**config.mk**
```make
export PLATFORM = sky130hd
export DESIGN_NAME = pipe_skid_buf
export DESIGN_NICKNAME = d
export VERILOG_FILES = /design/src/rtl/pipe_pkg.sv /design/src/rtl/skid_ctrl.sv /design/src/rtl/pipe_skid_buf.sv
export SDC_FILE = /design/constraint.sdc
export NUM_CORES = 1
export LEC_CHECK = 0
export BUFFER_PORTS_ARGS = -buffer_cell sky130_fd_sc_hd__buf_2
export CORE_MARGIN = 2
export CORE_UTILIZATION = 40
export DETAILED_ROUTE_END_ITERATION = 12
export GPL_TIMING_DRIVEN = 0
export PLACE_DENSITY = 0.61
export SKIP_CTS_REPAIR_TIMING = 1
export SYNTH_ARGS = -nofsm -noshare
export SYNTH_HDL_FRONTEND = slang
export SYNTH_HIERARCHICAL = 1
export SYNTH_SLANG_ARGS = --single-unit
```
**constraint.sdc**
```tcl
create_clock -name clk -period 2.3 [get_ports clk]
set_input_delay 0.575 -clock clk [delete_from_list [all_inputs] [get_ports clk]]
set_output_delay 0.575 -clock clk [all_outputs]
set_load 0.05 [all_outputs]
```
**src/rtl/pipe_pkg.sv**
```systemverilog
`default_nettype none
// ============================================================================
//  Module      : pipe_pkg
//  Description : Shared types for the pipe_skid_buf register slice.
//                skidstate_t encodes how many entries the slice holds.
//  Revision    : 1.0  initial release
// ============================================================================
package pipe_pkg;

   // Occupancy-encoded controller state: 0, 1 or 2 entries held.
   typedef enum logic [1:0] {
      EMPTY = 2'd0,
      BUSY  = 2'd1,
      FULL  = 2'd2
   } skidstate_t;

endpackage : pipe_pkg
`default_nettype wire

```
**src/rtl/skid_ctrl.sv**
```systemverilog
`default_nettype none
// ============================================================================
//  Module      : skid_ctrl
//  Description : State register and next-state logic of the two-entry skid
//                buffer. Every handshake output decodes from state_q alone,
//                so none of them depends combinationally on an input.
//  Ports       : clk, resetn        clock, async active-low reset
//                flush              synchronous discard of all entries
//                in_valid,out_ready upstream valid / downstream ready
//                in_ready,out_valid registered handshake outputs
//                occupancy          entries held (0..2)
//                load_main          enable for the main (head) register
//                load_skid          enable for the skid register
//                sel_skid           main register loads from skid, not input
//  Revision    : 1.0  initial release
// ============================================================================
module skid_ctrl
   import pipe_pkg::*;
(
   input  logic       clk,
   input  logic       resetn,
   input  logic       flush,
   input  logic       in_valid,
   input  logic       out_ready,
   output logic       in_ready,
   output logic       out_valid,
   output logic [1:0] occupancy,
   output logic       load_main,
   output logic       load_skid,
   output logic       sel_skid
);

   skidstate_t state_q;
   skidstate_t state_d;
   logic       push;
   logic       pop;

   always_ff @(posedge clk or negedge resetn) begin
      if (!resetn) begin
         state_q <= EMPTY;
      end else begin
         state_q <= state_d;
      end
   end

   // Decode from the state register only.
   always_comb begin
      in_ready  = 1'b1;
      out_valid = 1'b0;
      occupancy = 2'd0;
      case (state_q)
         BUSY: begin
            out_valid = 1'b1;
            occupancy = 2'd1;
         end
         FULL: begin
            in_ready  = 1'b0;
            out_valid = 1'b1;
            occupancy = 2'd2;
         end
         default: ;
      endcase
   end

   assign push = in_valid  & in_ready;
   assign pop  = out_valid & out_ready;

   always_comb begin
      state_d   = state_q;
      load_main = 1'b0;
      load_skid = 1'b0;
      sel_skid  = 1'b0;
      if (flush) begin
         // Flush wins over everything; a concurrent push is dropped.
         state_d = EMPTY;
      end else begin
         case (state_q)
            EMPTY: begin
               if (push) begin
                  state_d   = BUSY;
                  load_main = 1'b1;
               end
            end
            BUSY: begin
               if (push && !pop) begin
                  state_d   = FULL;
                  load_skid = 1'b1;
               end else if (pop && !push) begin
                  // Main register keeps its last value while empty.
                  state_d = EMPTY;
               end else if (push && pop) begin
                  load_main = 1'b1;
               end
            end
            FULL: begin
               if (pop) begin
                  state_d   = BUSY;
                  load_main = 1'b1;
                  sel_skid  = 1'b1;
               end
            end
            default: state_d = EMPTY;
         endcase
      end
   end

endmodule : skid_ctrl
`default_nettype wire

```
**src/rtl/pipe_skid_buf.sv**
```systemverilog
`default_nettype none
// ============================================================================
//  Module      : pipe_skid_buf
//  Description : Two-entry ready/valid register slice. in_ready comes from a
//                flop, breaking the combinational ready path, while still
//                sustaining one transfer per cycle.
//  Ports       : clk, resetn         clock, async active-low reset
//                flush               discard entries, out_data <= FLUSHVAL
//                in_valid/in_ready/in_data     upstream interface
//                out_valid/out_ready/out_data  downstream interface
//                occupancy           entries held (0..2)
//  Revision    : 1.0  initial release
// ============================================================================
module pipe_skid_buf
   import pipe_pkg::*;
#(
   parameter int              WIDTH    = 8,
   parameter logic [WIDTH-1:0] FLUSHVAL = '0
) (
   input  logic             clk,
   input  logic             resetn,
   input  logic             flush,
   input  logic             in_valid,
   output logic             in_ready,
   input  logic [WIDTH-1:0] in_data,
   output logic             out_valid,
   input  logic             out_ready,
   output logic [WIDTH-1:0] out_data,
   output logic [1:0]       occupancy
);

   logic             load_main;
   logic             load_skid;
   logic             sel_skid;
   logic [WIDTH-1:0] main_q;
   logic [WIDTH-1:0] main_d;
   logic [WIDTH-1:0] skid_q;
   logic [WIDTH-1:0] skid_d;

   skid_ctrl u_ctrl (
      .clk       (clk),
      .resetn    (resetn),
      .flush     (flush),
      .in_valid  (in_valid),
      .out_ready (out_ready),
      .in_ready  (in_ready),
      .out_valid (out_valid),
      .occupancy (occupancy),
      .load_main (load_main),
      .load_skid (load_skid),
      .sel_skid  (sel_skid)
   );

   always_comb begin
      main_d = main_q;
      skid_d = skid_q;
      if (flush) begin
         // Flush is the synchronous set of the downstream stage register.
         main_d = FLUSHVAL;
      end else begin
         if (load_main) begin
            main_d = sel_skid ? skid_q : in_data;
         end
         if (load_skid) begin
            skid_d = in_data;
         end
      end
   end

   always_ff @(posedge clk or negedge resetn) begin
      if (!resetn) begin
         main_q <= '0;
         skid_q <= '0;
      end else begin
         main_q <= main_d;
         skid_q <= skid_d;
      end
   end

   assign out_data = main_q;

endmodule : pipe_skid_buf
`default_nettype wire
```
After elaboration in Yosys (flattened, before gate mapping). Index checks and enable logic that the tools add are counted.

Bits of input ports: 13. Word-level logic and storage cells: 45. Flip-flop bits (word level): 18. Output and inout bits: 12.

Bitwise gates (word level): 3. Equal/unequal tests: 5. Mux-type cells: 24. Reductions and logical operators: 10.

Operators by type and width (number): 8-bit 2-to-1 mux (3); 1-bit 2-to-1 mux (13); 2-bit 2-to-1 mux (5); 3-bit by 2-bit inequality test with 1-bit output, second input constant (2); 2-bit one-hot mux with 3 select lines (1); 4-bit by 2-bit inequality test with 1-bit output, second input constant (1); 2-bit one-hot mux with 2 select lines (1); 1-bit logical AND (3); 1-bit one-hot mux with 3 select lines (1); 3-bit AND reduction (1); 1-bit AND (2); 2-bit by 1-bit == test with 1-bit output, second input constant (1); 2-bit == test, second input constant (1); 1-bit logical NOT (2); 2-bit logical NOT (1); 2-bit AND reduction (1); 2-bit nonzero test (1); 2-bit OR reduction (1); 1-bit inverter (1).

Depth between registers and ports, before layout. Gate-level depths: netlist of run 1.

Depth in word-level cells: 12. Depth in mapped cells: 10.

Modules after synthesis. The synthesis of run 1 kept the hierarchy.

Modules (own cells, without submodules): pipe_skid_buf (cells each 54, area each 747.0 um^2, times used 1); skid_ctrl (cells each 30, area each 266.5 um^2, times used 1).

Worst setup path after synthesis of run 1. No wires, ideal clock.

Path kind: register -> register. Start: reg u_ctrl.state_q[0]. End: reg main_q[0], in the netlist out_data[0]. Setup time: 0.094 ns. Arrival: 2.032 ns. Data required time: 2.206 ns. Period minus slack after synthesis: 2.126 ns. Stages on the path, launching flop included: 11. Path slack: 0.174 ns. Cell sequence: dfrtp_1 > inv_1 > ha_1 > nand3_1 > nand2_1 > a22oi_1 > nor3_1 > clkbuf_2 > buf_4 > nor2_1 > a211oi_1.

Cells in the longest elaborated chain, start to end: 11.

RTL lines: start, declared (line skid_ctrl.sv:33) `skidstate_t state_q;`; start signal, assigned (line skid_ctrl.sv:42) `state_q <= state_d;`; 2-bit by 1-bit == test with 1-bit output or 2-bit == test (tied branches) (line skid_ctrl.sv:51) `case (state_q)`; 2-bit OR reduction (no line) *; 1-bit 2-to-1 mux * (line skid_ctrl.sv:51); via out_valid (line pipe_skid_buf.sv:26) `output logic out_valid,`; 1-bit AND * (line skid_ctrl.sv:66) `assign pop = out_valid & out_ready;`; 1-bit logical AND (line skid_ctrl.sv:91) `end else if (push && pop) begin`; 1-bit 2-to-1 mux (line skid_ctrl.sv:91); 1-bit 2-to-1 mux (line skid_ctrl.sv:88) `end else if (pop && !push) begin`; 1-bit 2-to-1 mux (line skid_ctrl.sv:85) `if (push && !pop) begin`; 1-bit one-hot mux with 3 select lines * (line skid_ctrl.sv:77) `case (state_q)`; 1-bit 2-to-1 mux * (line skid_ctrl.sv:73) `if (flush) begin`; via load_main (line pipe_skid_buf.sv:32) `logic load_main;`; 2-bit nonzero test (no line) *; end signal, assigned (line pipe_skid_buf.sv:75) `main_q <= main_d;`; end, declared (line pipe_skid_buf.sv:35) `logic [WIDTH-1:0] main_q;`.

Mark *: on every way through the listed nets, which the timed path passes. The rest lies on a longest branch. The select of a mux whose other input is x is not followed. A chain may end at the register's enable or synchronous reset.

Worst setup path in the final report of run 1.
Start: reg u_ctrl.state_q[0]. End: out in_ready.

Cells in the longest elaborated chain, start to end: 2.

RTL lines: 2-bit == test (line skid_ctrl.sv:51); 1-bit 2-to-1 mux (line skid_ctrl.sv:51); end, declared (line pipe_skid_buf.sv:24) `output logic in_ready,`.

Every way passes these cells.

==> results of run 1 <==
## metrics by stage
stage               hold slack, ns  setup slack (ns)  cell area [um^2]
floorplan                    0.279             0.174              1010
global placement             0.491             0.351              1170
detailed placement           0.499             0.291              1170
CTS                          0.201             0.213              1190
global route                 0.215            0.0457              1190
finish                       0.194             0.235              1190
## worst paths after layout
kind                               endpoint  cells past startpoint               from  slack (ns)
worst max-delay path               in_ready                      4  u_ctrl/state_q[0]        0.24
worst min-delay path            out_data[2]                      1             resetn        0.19
worst max register to register  out_data[1]                     10  u_ctrl/state_q[0]        0.29
worst min register to register    skid_q[0]                      1          skid_q[0]        0.52
max in group asynchronous       out_data[7]                      1             resetn        1.81
min in group clk                  skid_q[0]                      1          skid_q[0]        0.52
## report_power, final
group | switching [mW] | leakage (nW) | internal, mW
sequential | 0.0656 | 0.234 | 0.427
clock | 0.0954 | 0.0138 | 0.0608
combinational | 0.411 | 0.347 | 0.264
total | 0.572 | 0.595 | 0.752
## per-layer routing
metal | GRT usage (%) | up-vias | share of wire, %
met3 | 3.55 | 0 | 5.6
li1 | - | 350 | -
met4 | 5.00 | 0 | 0
met2 | 25.3 | 20 | 49
met1 | 19.1 | 353 | 45
met5 | 0 | - | 0
## sequential cells by signal, indices dropped and copies added, names as in the netlist
signal / cells
skid_q: 8
out_data: 8
u_ctrl/state_q: 2
## kinds of logic (layout without fill, tap and decap cells)
family	count (synthesis)	count (layout)	synth area share, %
AND/OR/NAND/NOR	25	25	14.3
buffers and inverters	8	35	5.31
multiplexers	16	16	19.8
adder cells (fa/ha/maj)	5	5	6.17
flip-flops	18	18	44.4
AO/OA/AOI/OAI	12	12	10.0
## worst max-delay path: stages (launching register included)
cell	delay [ns]
dfrtp_1	0.41
inv_1	0.17
ha_1	0.32
inv_1	0.09
buf_2	0.22
## cell usage after synthesis, drive strengths merged
cell	number	share of area (%)
clkbuf	1	0.49
a22oi	1	0.74
nor2	10	3.7
nand4	2	1.2
nand2	3	1.1
o21bai	1	0.74
and3	1	1.1
nor3	2	0.99
inv	3	1.1
mux2	8	12
nand3	1	0.49
a211oi	8	5.9
buf	4	3.7
dfrtp	18	44
o31ai	1	2.1
nor2b	1	1.4
ha	5	6.2
o21ai	1	0.49
mux2i	8	7.9
nand2b	3	2.6
and4b	1	0.99
and2b	1	0.74
## cell type report
class	instances	share of cell area (%)
Buffer	5	3.56
Clock buffer	3	1.89
Inverter	3	0.943
Multi-Input combinational cell	58	42.7
Sequential cell	18	37.7
Tap cell	30	3.14
Timing Repair Buffer	24	10.1
==> metrics.md, run 1 <==
| Metric | Value |
|---|---|
| WP data arrival | `1.49 ns` |
| ANT cells | `0` |
| Final slew viol count | `0` |
| CTS Buffer Depth | `2` |
| Setup crit end kind | `output pin` |
| I/O Buffers | `24` |
| Via/cell ratio | `5.13` |
| Initial Util | `a little over two fifths` |
| Syn Inst Count | `84` |
| Lkg Pwr | `0.595 nW` |
| Remaining Overflow, GRT | `0` |
| Tot GR Track Use | `between 15 and 20%` |
| Syn avg cell area | `about 12 um^2` |
| Area growth, synth to finish | `17.8%` |
| Antenna violations before repair | `0` |
| Die width | `approximately 54 um` |
| Vias in the first global route | `708` |
| Avg WL per Cell | `14.1 um` |
| Die ar. | `2950 um^2` |
| GP Congestion | `0.671` |
| Clock Skew | `0.00807 ns` |
| Nets | `131` |
| Ys Warns | `6` |
| Area of the multi-input gates | `between 500 and 600 um^2` |
| Skew-Pair Late Insertion Delay | `0.29 ns` |
| Setup_tns | `0 ns` |
| Via Count | `723` |
| Fillers | `230` |
| FF+latch count, synth | `18` |
| CTS Buf Count | `3` |
| Placed cell count | `138` |
| Commonest non-fill, non-tap cell in the layout | `buf_2` |
| Max cap viols | `0` |
| FP Rows | `18` |
| Drc violations | `0` |
| Least-Margin Pin Slew | `between 0.4 and 0.5 ns` |
| Final min period | `2.06 ns` |
| Cell area power density | `1110 nW/um^2` |
| I/O pin count | `25` |
| Max VDD drop | `0.680 mV` |
| Normalized max-slew margin | `between 70% and 80%` |
| DP HPWL | `1450 um` |
| Power Total | `1.32 mW` |
| Worst Path Required | `1.73 ns` |
| RSZ-0062 raised after global routing | `false` |
| Clk root buf | `clkbuf_4` |
| Layout Cells excl Fill | `141` |
| Post-Route Utilization | `49.1%` |
| CTS tree | `yes` |
| Post-synthesis sequential area ratio | `44.4%` |
| Count of cell types in the netlist | `24` |
| CP startpoint kind | `flip-flop` |
| Period utilization | `89.8%` |
| Post-route antenna net violation count | `0` |
| Reg area | `roughly 450 um^2` |
| Hold Path Class | `in -> async` |
| CTS H-tree depth | `1` |
| Core area | `2430 um^2` |
| Syn Nets | `between 100 and 150` |
| Largest net degree at the start of global routing | `19` |
| CP Class | `reg -> out` |
| Pre-antenna DRT Iters | `4` |
| Die Y | `54.3 um` |
| Final hold vios | `0` |
| Crit path max fanout | `5` |
| Layout cells sized above 1 | `39.6%` |
| Clk sink count | `18` |
| Most frequent cells in the layout | `buf_2, dfrtp_1, nor2_1` |
| Status | `finished, final reports clean` |
| F_max | `484 MHz` |
| Worst-path clk slew | `about 0.11 ns` |
| Routed WL | `1990 um` |
| Post-Syn Area | `roughly 1000 um^2` |
| 1st-iter DRT viols | `11` |
| First-pass GRT wire length | `3200 um` |
| # setup viols final | `0` |
No activity file was read; power rests on OpenSTA's default activity.
==> run 2: changes to the inputs <==
CORE_MARGIN = unset   (was 2)
==> metrics.md, run 2 (synthesized netlist as in run 1, its figures left out) <==
| Metric | Value |
|---|---|
| Largest regs | `out_data (8), skid_q (8), u_ctrl/state_q (2)` |
| Final slew viol count | `0 (unchanged)` |
| Area growth, synth to finish | `19.1%` |
| Clock Skew | `0.00728 ns (-0.000794 ns)` |
| Skew-Pair Late Insertion Delay | `0.30 ns (about the same)` |
| CP cell instances | `inv_1 > ha_1 > inv_1 > buf_2` |
| CP delay by family, top | `buffers and inverters` |
| Worst Hold Margin | `0.187 ns (-0.00644 ns)` |
| WP data arrival | `1.50 ns (about the same)` |
| Nets | `131 (unchanged)` |
| Setup slack at placement | `0.282 ns (-0.00889 ns)` |
| CTS tree | `yes` |
| Commonest non-fill, non-tap cell in the layout | `buf_2` |
| Max VDD drop | `0.668 mV (-1.7%)` |
| Worst path max stage delay | `0.41 ns (about the same)` |
| Lkg Pwr | `0.603 nW (+1.3%)` |
| Tot GR Track Use | `17.4% (+2.2 points)` |
| Drc violations | `0 (unchanged)` |
| WP buf/inv | `3 (unchanged)` |
| 1st-iter DRT viols | `12 (+1)` |
| # setup viols final | `0 (unchanged)` |
| Layout cells sized above 1 | `40.2% (+0.54 points)` |
| Routed WL | `1920 um (-3.5%)` |
| Setup_tns | `0 ns (unchanged)` |
| Final hold vios | `0 (unchanged)` |
| I/O Buffers | `24 (unchanged)` |
| Via/cell ratio | `5.06 (-1.2%)` |
| Post-route antenna net violation count | `0 (unchanged)` |
| Period utilization | `90.4% (+0.66 points)` |
| CP startpoint kind | `flip-flop` |
| Worst Path Required | `1.73 ns (about the same)` |
| Remaining Overflow, GRT | `0 (unchanged)` |
| Placed inst area | `1170 um^2 (-0.21%)` |
| Critical-path top delay cell | `dfrtp_1` |
| GP Congestion | `0.737 (+9.8%)` |
| Avg WL per Cell | `13.7 um (-2.8%)` |
| Vias in the first global route | `691 (-2.4%)` |
| Crit path max fanout | `5 (unchanged)` |
| Fillers | `213 (-7.4%)` |
| Most frequent cells in the layout | `buf_2, dfrtp_1, nor2_1` |
| Die ar. | `2740 um^2 (-7.2%)` |
| Crit-path most repeated cell | `inv_1` |
| Switching power share of the total | `42.1% (-1.2 points)` |
| Normalized max-slew margin | `73.1% (about the same)` |
| Critical R2R Capture | `out_data[0]` |
| CTS Buf Count | `3 (unchanged)` |
| CTS Buffer Depth | `2 (unchanged)` |
| Status | `finished, final reports clean` |
| Setup crit end kind | `output pin` |
| Clk root buf | `clkbuf_4` |
| Final instance area | `1210 um^2 (+1.2%)` |
| Pint | `0.790 mW (+5.1%)` |
| Layout Cells excl Fill | `140 (-0.71%)` |
| Max cap viols | `0 (unchanged)` |
| Final min period | `2.08 ns (+0.0151 ns)` |
| Clk sink count | `18 (unchanged)` |
| Power Total | `1.36 mW (+3.0%)` |
| ANT cells | `0 (unchanged)` |
| First-pass GRT wire length | `3340 um (+4.3%)` |
| Pre-antenna DRT Iters | `4 (unchanged)` |
| Worst setup path start | `u_ctrl/state_q[0]` |
| FP Rows | `17 (-1)` |
| Sequential power share | `35.9% (-1.3 points)` |
| R2R Setup Slk | `0.32 ns (+0.03 ns)` |
| Hold Path Class | `in -> async` |
| Critical R2R Launch | `u_ctrl/state_q[0]` |
| F_max | `481 MHz (-0.73%)` |
| Worst-path clk slew | `0.10 ns (about the same)` |
| Post-Route Utilization | `52.6% (+3.5 points)` |
| Initial Util | `44.1% (+2.5 points)` |
| Reg2reg path depth | `10 (unchanged)` |
| RSZ-0062 raised after global routing | `false` |
| CTS H-tree depth | `1 (unchanged)` |
| Placed cell count | `136 (-1.4%)` |
| Switch Pwr | `0.574 mW (+0.30%)` |
| Combinational power share | `49.7% (-1.3 points)` |
| Worst Slack Setup Final | `0.220 ns (-0.0151 ns)` |
| Antenna violations before repair | `0 (unchanged)` |
| Core area | `2300 um^2 (-5.6%)` |
| I/O pin count | `25 (unchanged)` |
| Die Y | `52.3 um (-3.7%)` |
| Clock power share | `14.4% (+2.6 points)` |
| Die width | `52.3 um (-3.7%)` |
| Cell area power density | `1130 nW/um^2 (+1.9%)` |
| Via Count | `709 (-1.9%)` |
| DP HPWL | `1430 um (-1.5%)` |
| CP Class | `reg -> out` |
| Largest net degree at the start of global routing | `19 (unchanged)` |
| Least-Margin Pin Slew | `0.404 ns (+0.000334 ns)` |
[run 2: routing by layer]
| metal | global-route usage, % | wire length [um] |
|---|---|---|
| met1 | 23.6 | 908 |
| met2 | 25.7 | 906 |
| met3 | 5.22 | 81 |
| met4 | 6.58 | 25 |
| met5 | 0 | 0 |
[run 2: final cells by class]
cell class              instances  area (um^2)  share of cell area, %
repair buffers                 24          120                   9.95
flip-flops and latches         18          450                   37.3
well taps                      28         35.0                   2.90
inverters                       3         11.3                  0.933
plain buffers                   5         45.0                   3.73
multi-input cells              58          509                   42.2
clock buffers                   4         36.3                   3.01
[run 2: worst max path at each step]
stage / endpoint / depth (start not counted)
detailed placement: out_data[0] / 10
global placement: out_data[1] / 10
CTS: in_ready / 4
finish: in_ready / 4
floorplan: out_data[0] / 10
global route: out_data[0] / 10
[run 2: power by group through the flow]
stage / Clock [mW] / Sequential, mW / Combinational [mW]
6_report: 0.196 / 0.489 / 0.678
5_1_grt: 0.217 / 0.505 / 0.738
3_3_place_gp: 0 / 0.491 / 0.666
4_1_cts: 0.204 / 0.491 / 0.682
3_5_place_dp: 0 / 0.498 / 0.678
2_1_floorplan: 0 / 0.585 / 0.451
